`src/rtl/oram_block_adapter_pkg.sv`:
```
// Shared definitions for the ORAM block adapter: backend command encodings,
// default beat geometry and FSM state encoding.
package oram_block_adapter_pkg;

    typedef enum logic [1:0] {
        CmdUpdate  = 2'd0,
        CmdAppend  = 2'd1,
        CmdRead    = 2'd2,
        CmdReadRmv = 2'd3
    } becmd_e;

    localparam int unsigned DefOramu      = 32;
    localparam int unsigned DefOramb      = 512;
    localparam int unsigned DefFedWidth   = 64;
    localparam int unsigned DefBecmdWidth = 2;
    localparam int unsigned Beats         = DefOramb / DefFedWidth;
    localparam int unsigned BeatCntWidth  = (Beats > 1) ? $clog2(Beats) : 1;

    typedef enum logic [2:0] {
        StIdle,
        StCmd,
        StWdata,
        StRdata,
        StResp
    } state_e;

    // Update/Append carry a write block; Read/ReadRmv return one.
    function automatic logic cmd_is_write(input logic [1:0] cmd);
        return (cmd == CmdUpdate) || (cmd == CmdAppend);
    endfunction

endpackage

```
`src/rtl/oram_block_shifter.sv`:
```
// Block-wide PISO/SIPO register: parallel load, beat-indexed read-out for write
// data and beat-indexed write-in for read data, sharing one beat counter.
module oram_block_shifter #(
    parameter int unsigned ORAMB    = 512,
    parameter int unsigned FEDWidth = 64,
    localparam int unsigned NBeats  = ORAMB / FEDWidth,
    localparam int unsigned CntW    = (NBeats > 1) ? $clog2(NBeats) : 1
) (
    input  logic                clk,
    input  logic                rst_n,
    input  logic                load,
    input  logic [ORAMB-1:0]    load_data,
    input  logic                advance,
    input  logic                beat_wr,
    input  logic [FEDWidth-1:0] beat_wdata,
    input  logic                cnt_clr,
    output logic [ORAMB-1:0]    block,
    output logic [FEDWidth-1:0] beat_out,
    output logic                cnt_last
);

    logic [ORAMB-1:0] block_q;
    logic [CntW-1:0]  cnt_q;

    assign cnt_last = (cnt_q == CntW'(NBeats - 1));
    assign block    = block_q;
    assign beat_out = block_q[cnt_q*FEDWidth +: FEDWidth];

    // Counter saturates at the last beat; the FSM clears it on leaving a burst.
    always_ff @(posedge clk or negedge rst_n) begin
        if (!rst_n) begin
            cnt_q <= '0;
        end else if (cnt_clr) begin
            cnt_q <= '0;
        end else if ((advance || beat_wr) && !cnt_last) begin
            cnt_q <= cnt_q + 1'b1;
        end
    end

    always_ff @(posedge clk or negedge rst_n) begin
        if (!rst_n) begin
            block_q <= '0;
        end else if (load) begin
            block_q <= load_data;
        end else if (beat_wr) begin
            block_q[cnt_q*FEDWidth +: FEDWidth] <= beat_wdata;
        end
    end

endmodule

```
`src/rtl/oram_block_adapter.sv`:
```
// Whole-block request front end for the ORAM controller: issues one command,
// then streams the block out as write beats or gathers read beats into a response.
module oram_block_adapter
    import oram_block_adapter_pkg::*;
#(
    parameter int unsigned ORAMU      = DefOramu,
    parameter int unsigned ORAMB      = DefOramb,
    parameter int unsigned FEDWidth   = DefFedWidth,
    parameter int unsigned BECMDWidth = DefBecmdWidth
) (
    input  logic                  clk,
    input  logic                  rst_n,
    input  logic [BECMDWidth-1:0] req_cmd,
    input  logic [ORAMU-1:0]      req_addr,
    input  logic [ORAMB-1:0]      req_data,
    input  logic                  req_valid,
    output logic                  req_ready,
    output logic [ORAMB-1:0]      resp_data,
    output logic                  resp_valid,
    input  logic                  resp_ready,
    output logic [BECMDWidth-1:0] cmd,
    output logic [ORAMU-1:0]      paddr,
    output logic                  cmd_valid,
    input  logic                  cmd_ready,
    output logic [FEDWidth-1:0]   data_in,
    output logic                  data_in_valid,
    input  logic                  data_in_ready,
    input  logic [FEDWidth-1:0]   data_out,
    input  logic                  data_out_valid,
    output logic                  data_out_ready
);

    if (ORAMB % FEDWidth != 0) begin : g_bad_geometry
        $error("ORAMB must be a multiple of FEDWidth");
    end

    state_e                state_q, state_d;
    logic [BECMDWidth-1:0] cmd_q;
    logic [ORAMU-1:0]      paddr_q;
    logic                  is_write;
    logic                  load, advance, beat_wr, cnt_clr, cnt_last;
    logic [ORAMB-1:0]      load_data;

    assign is_write  = cmd_is_write(2'(cmd_q));
    // Reads start from a cleared block so a response only ever holds fresh beats.
    assign load_data = cmd_is_write(2'(req_cmd)) ? req_data : '0;

    always_ff @(posedge clk or negedge rst_n) begin
        if (!rst_n) begin
            state_q <= StIdle;
            cmd_q   <= '0;
            paddr_q <= '0;
        end else begin
            state_q <= state_d;
            if (load) begin
                cmd_q   <= req_cmd;
                paddr_q <= req_addr;
            end
        end
    end

    always_comb begin
        state_d = state_q;
        unique case (state_q)
            StIdle:  if (req_valid) state_d = StCmd;
            StCmd:   if (cmd_ready) state_d = is_write ? StWdata : StRdata;
            StWdata: if (data_in_ready && cnt_last) state_d = StIdle;
            StRdata: if (data_out_valid && cnt_last) state_d = StResp;
            StResp:  if (resp_ready) state_d = StIdle;
            default: state_d = StIdle;
        endcase
    end

    always_comb begin
        req_ready      = (state_q == StIdle);
        cmd_valid      = (state_q == StCmd);
        data_in_valid  = (state_q == StWdata);
        data_out_ready = (state_q == StRdata);
        resp_valid     = (state_q == StResp);
        load           = req_ready && req_valid;
        advance        = data_in_valid && data_in_ready;
        beat_wr        = data_out_ready && data_out_valid;
        cnt_clr        = (cmd_valid && cmd_ready) || (advance && cnt_last) ||
                         (beat_wr && cnt_last);
    end

    assign cmd   = cmd_q;
    assign paddr = paddr_q;

    oram_block_shifter #(
        .ORAMB   (ORAMB),
        .FEDWidth(FEDWidth)
    ) u_shifter (
        .clk       (clk),
        .rst_n     (rst_n),
        .load      (load),
        .load_data (load_data),
        .advance   (advance),
        .beat_wr   (beat_wr),
        .beat_wdata(data_out),
        .cnt_clr   (cnt_clr),
        .block     (resp_data),
        .beat_out  (data_in),
        .cnt_last  (cnt_last)
    );

endmodule

```
`config.mk`:
```
export PLATFORM = sky130hd
export DESIGN_NAME = oram_block_adapter
export DESIGN_NICKNAME = d
export VERILOG_FILES = /design/src/rtl/oram_block_adapter_pkg.sv /design/src/rtl/oram_block_shifter.sv /design/src/rtl/oram_block_adapter.sv
export SDC_FILE = /design/constraint.sdc
export NUM_CORES = 1
export LEC_CHECK = 0
export CAP_MARGIN = 0
export CORE_AREA = 2 2 476 478
export DETAILED_ROUTE_END_ITERATION = 8
export DIE_AREA = 0 0 478 480
export PLACE_DENSITY = 0.43
export SYNTH_ARGS = -nofsm -noshare
export SYNTH_HDL_FRONTEND = slang
export SYNTH_SLANG_ARGS = --single-unit
```
`constraint.sdc`:
```
create_clock -name clk -period 4.6 [get_ports clk]
set_clock_uncertainty 0.2 [all_clocks]
set_input_delay 0.92 -clock clk [delete_from_list [all_inputs] [get_ports clk]]
set_output_delay 0.92 -clock clk [all_outputs]
set_load 0.1 [all_outputs]
```
==> results by stage <==
Timing:
- The final number of max-transition violations is 0.
- The final-report hold violation count was 0.
- The highest achievable clock rate is 229.4 MHz.
- At the pin with the least slew margin, the transition time is 1205 ps.
- The sum of negative setup slack is 0 ps.
- The final setup violation count is 0.
- Subtracting the final worst setup slack from the clock period gives 4359 ps.
- The normalized max-slew margin is 0.1945.
- Of the available clock period, the critical path in the final layout requires 0.9477.
- Setup repair after global routing left no endpoint under its margin.

Placement:
- Routability-driven placement finished with a final weighted congestion of 0.9365.
- Detailed placement finished with a half-perimeter wire length of 187700 um.
- In this run the tool buffered the top-level ports with 1231 buffer cells.

Clock tree:
- TritonCTS built the clock tree.
- The H-tree level count is 3.
- The library cell used as clock root buffer is sky130_fd_sc_hd__clkbuf_16.
- After clock tree synthesis, the setup repair step added 0 buffers.
- The clock slew at the register clock pins of the worst setup and hold paths is 60 ps.
- The clock latency on the worst-skew pair is 700 ps.
- The number of buffers inserted by hold repair at cts is 0.
- Clock tree synthesis found a total of 552 sinks.
- The largest buffer count on any clock path is 3.
- The number of gates resized after cts is 0.
- The total clock buffers created by CTS is 77.

Critical path:
- STA classifies the critical path endpoint as an output port.
- The peak fanout along the critical path is 32.
- The worst setup path is launched from a register.
- The critical path buffer and inverter count is 3.
- The slowest stage cell on the critical path is sky130_fd_sc_hd__buf_4.
- The critical path data required time is 3480 ps.
- The critical path start-end classification is register to output port.
- The worst endpoint data arrival time is 3240 ps.
- The largest single stage delay on the critical path is 530 ps.
- Walking the worst path, the cells encountered are buf_4, buf_4, mux4_2, nand2_1, nand2_1, buf_4.
- The cell type group with the largest total delay on the critical path is buffers and inverters.
- The cell occurring most often along the worst timing path is sky130_fd_sc_hd__buf_4.

Synthesis:
- The register bit total from synthesis is 552.
- Yosys printed 0 warnings.
- The fraction of registers with async set or reset after synthesis is 1.000.
- The mean post-synth cell area is 10.73 sq um.
- The number of distinct standard cells referenced by the synthesized netlist is 40.
- The synthesized design contains 0 enable-type register cells.
- The number of nets in the synthesized netlist is 3353.
- The prevailing post-synth register cell is sky130_fd_sc_hd__dfrtp_1.
- After synthesis the cells add up to 29310 sq um.
- The cell count after synthesis came out at 2731.
- For this run, the register share of the synthesized area comes to 0.4714.

Routing:
- The routed wire length is 241200 um.
- The post-route met1 wirelength is 101500 um.
- The routed layout has 30627 vias.
- In the routed layout, each cell is associated on average with a via count of 4.453.
- The routed length on met2 is 107600 um.
- The count of routing violations after the opening detailed-route iteration is 3016.
- The final routed DRC violation total is 0.
- The number of iterations in the first detailed-routing pass is 6.
- Once detail routing completed, the nets flagged for antenna violations numbered 0.
- The per-cell routed wire length is 35.08 um.
- Detailed routing placed a total of 22670 um of wire on met3.
- The highest layer touched by signal routing is met5.

Status:
- The run finished with clean final reports.

Floorplan:
- The number of rows in the core area is 174.
- The die is 478 um wide.
- The area of the die is 229400 sq um.
- In this run the vertical extent of the chip is 480 um.
- The initial utilization of the core area, before any placement, comes to 0.1308.
- The region available for standard cell placement spans 224000 sq um.
- The number of primary I/O pins is 1232.

Global routing:
- The overall routing resource usage is 0.2026.
- The total overflow reported by the global router is 0.
- The maximum number of pins on one net before global-route repair is 110.
- The via count of the first global-routing pass was 30125.
- The number of antenna violations at the first check in global routing is 68.
- The first global-routing pass estimated 313700 um of wire.

Min path:
- The path class of the lowest-slack min-delay path is input pin to asynchronous set/reset pin.

Finish:
- The library cell used most frequently in the layout, excluding fill and tap cells, is sky130_fd_sc_hd__clkdlybuf4s50_1.
- The final layout contains 4422 nets.
- The share of post-route cells with drive strength above 1 is 0.2029.
- Compared with the post-synthesis result, the final layout area differs by 61.48%.
- In the layout the commonest cells are 1012 x sky130_fd_sc_hd__clkdlybuf4s50_1, 549 x sky130_fd_sc_hd__dfrtp_1, 492 x sky130_fd_sc_hd__nand2_1, 320 x sky130_fd_sc_hd__a22oi_1, 262 x sky130_fd_sc_hd__buf_4.

Job:
- Across the run, the number of max-cap violations was 0.
[synth_stat cells (all sizes together), types with 2 or more instances]
cell type	instances	area (sq um)
ha	5	62.56
or4b	2	20.02
o21ai	193	965.9
inv	6	22.52
nand2	492	1847
and2	2	12.51
or2	2	12.51
and3	2	12.51
nor2	133	515.5
a22oi	320	2402
a21oi	134	670.6
a21o	3	22.52
nor3b	3	22.52
or3b	2	17.52
nor4b	2	23.77
nor2b	2	12.51
a32o	193	1932
mux2	193	2173
o31ai	2	15.01
dfrtp	552	13810
nor3	5	30.03
mux4	128	2883
nand2b	2	12.51
clkbuf	153	576.8
buf	190	1149
a31oi	3	18.77
[cells by family (layout without fill, tap and decap cells)]
kind of cell,Yosys count,count (layout),synth area share
and+or+nand+nor,652,652,0.08748
buffers and inverters,349,1477,0.05964
other,0,27,0
adders and majority gates,5,5,0.002135
AOI/OAI and AO/OA,851,851,0.2065
DFF,552,552,0.4714
muxes,322,322,0.1729
[path summary, 6_finish.rpt]
check,cells after the start,start,to,slack (ps)
max,6,u_shifter.cnt_q[1],data_in[12],240
min,1,rst_n,u_shifter.block[322],80
max reg2reg,8,u_shifter.cnt_q[0],u_shifter.block[286],1210
min reg2reg,2,paddr[28],paddr[28],280
max in group asynchronous,2,rst_n,u_shifter.block[39],2900
min in group clk,2,paddr[28],paddr[28],280
[per-layer routing]
metal  global-route usage  up-vias
met2               0.3141     1855
met3              0.06605      280
met5                    0        -
met1               0.2620    16073
li1                     -    12391
met4              0.07232       28
[flip-flops by register name (all words and copies together) (netlist names)]
name and cells:
u_shifter.cnt_q 3, cmd 2, u_shifter.block 512, state_q 3
paddr 32
[stage by stage]
stage | worst slack [ps] | std cells | hold slack (ps) | utilization | instance area, sq um
global route | 131.7 | 6868 | 76.02 | 0.2111 | 47300
floorplan | 297.4 | 2731 | 424.4 | - | 29310
detailed placement | 872.0 | 6713 | 263.9 | 0.1997 | 44730
CTS | 208.5 | 6851 | 81.90 | 0.2109 | 47250
global placement | 904.3 | 6713 | 258.8 | 0.1997 | 44730
finish | 240.8 | 6878 | 75.28 | 0.2112 | 47320
[cell type report]
class / count / area (sq um)
Clock buffer: 114 / 2196
Fill cell: 24294 / 176700
Clock inverter: 24 / 324.1
Inverter: 6 / 27.53
Sequential cell: 552 / 13820
Multi-Input combinational cell: 1830 / 13880
Timing Repair Buffer: 1333 / 13260
Tap cell: 2992 / 3744
Antenna cell: 27 / 67.56
Power is left out: the tool's default activity adds up to more than one toggle a clock period on the data nets, which glitch-free logic cannot reach.
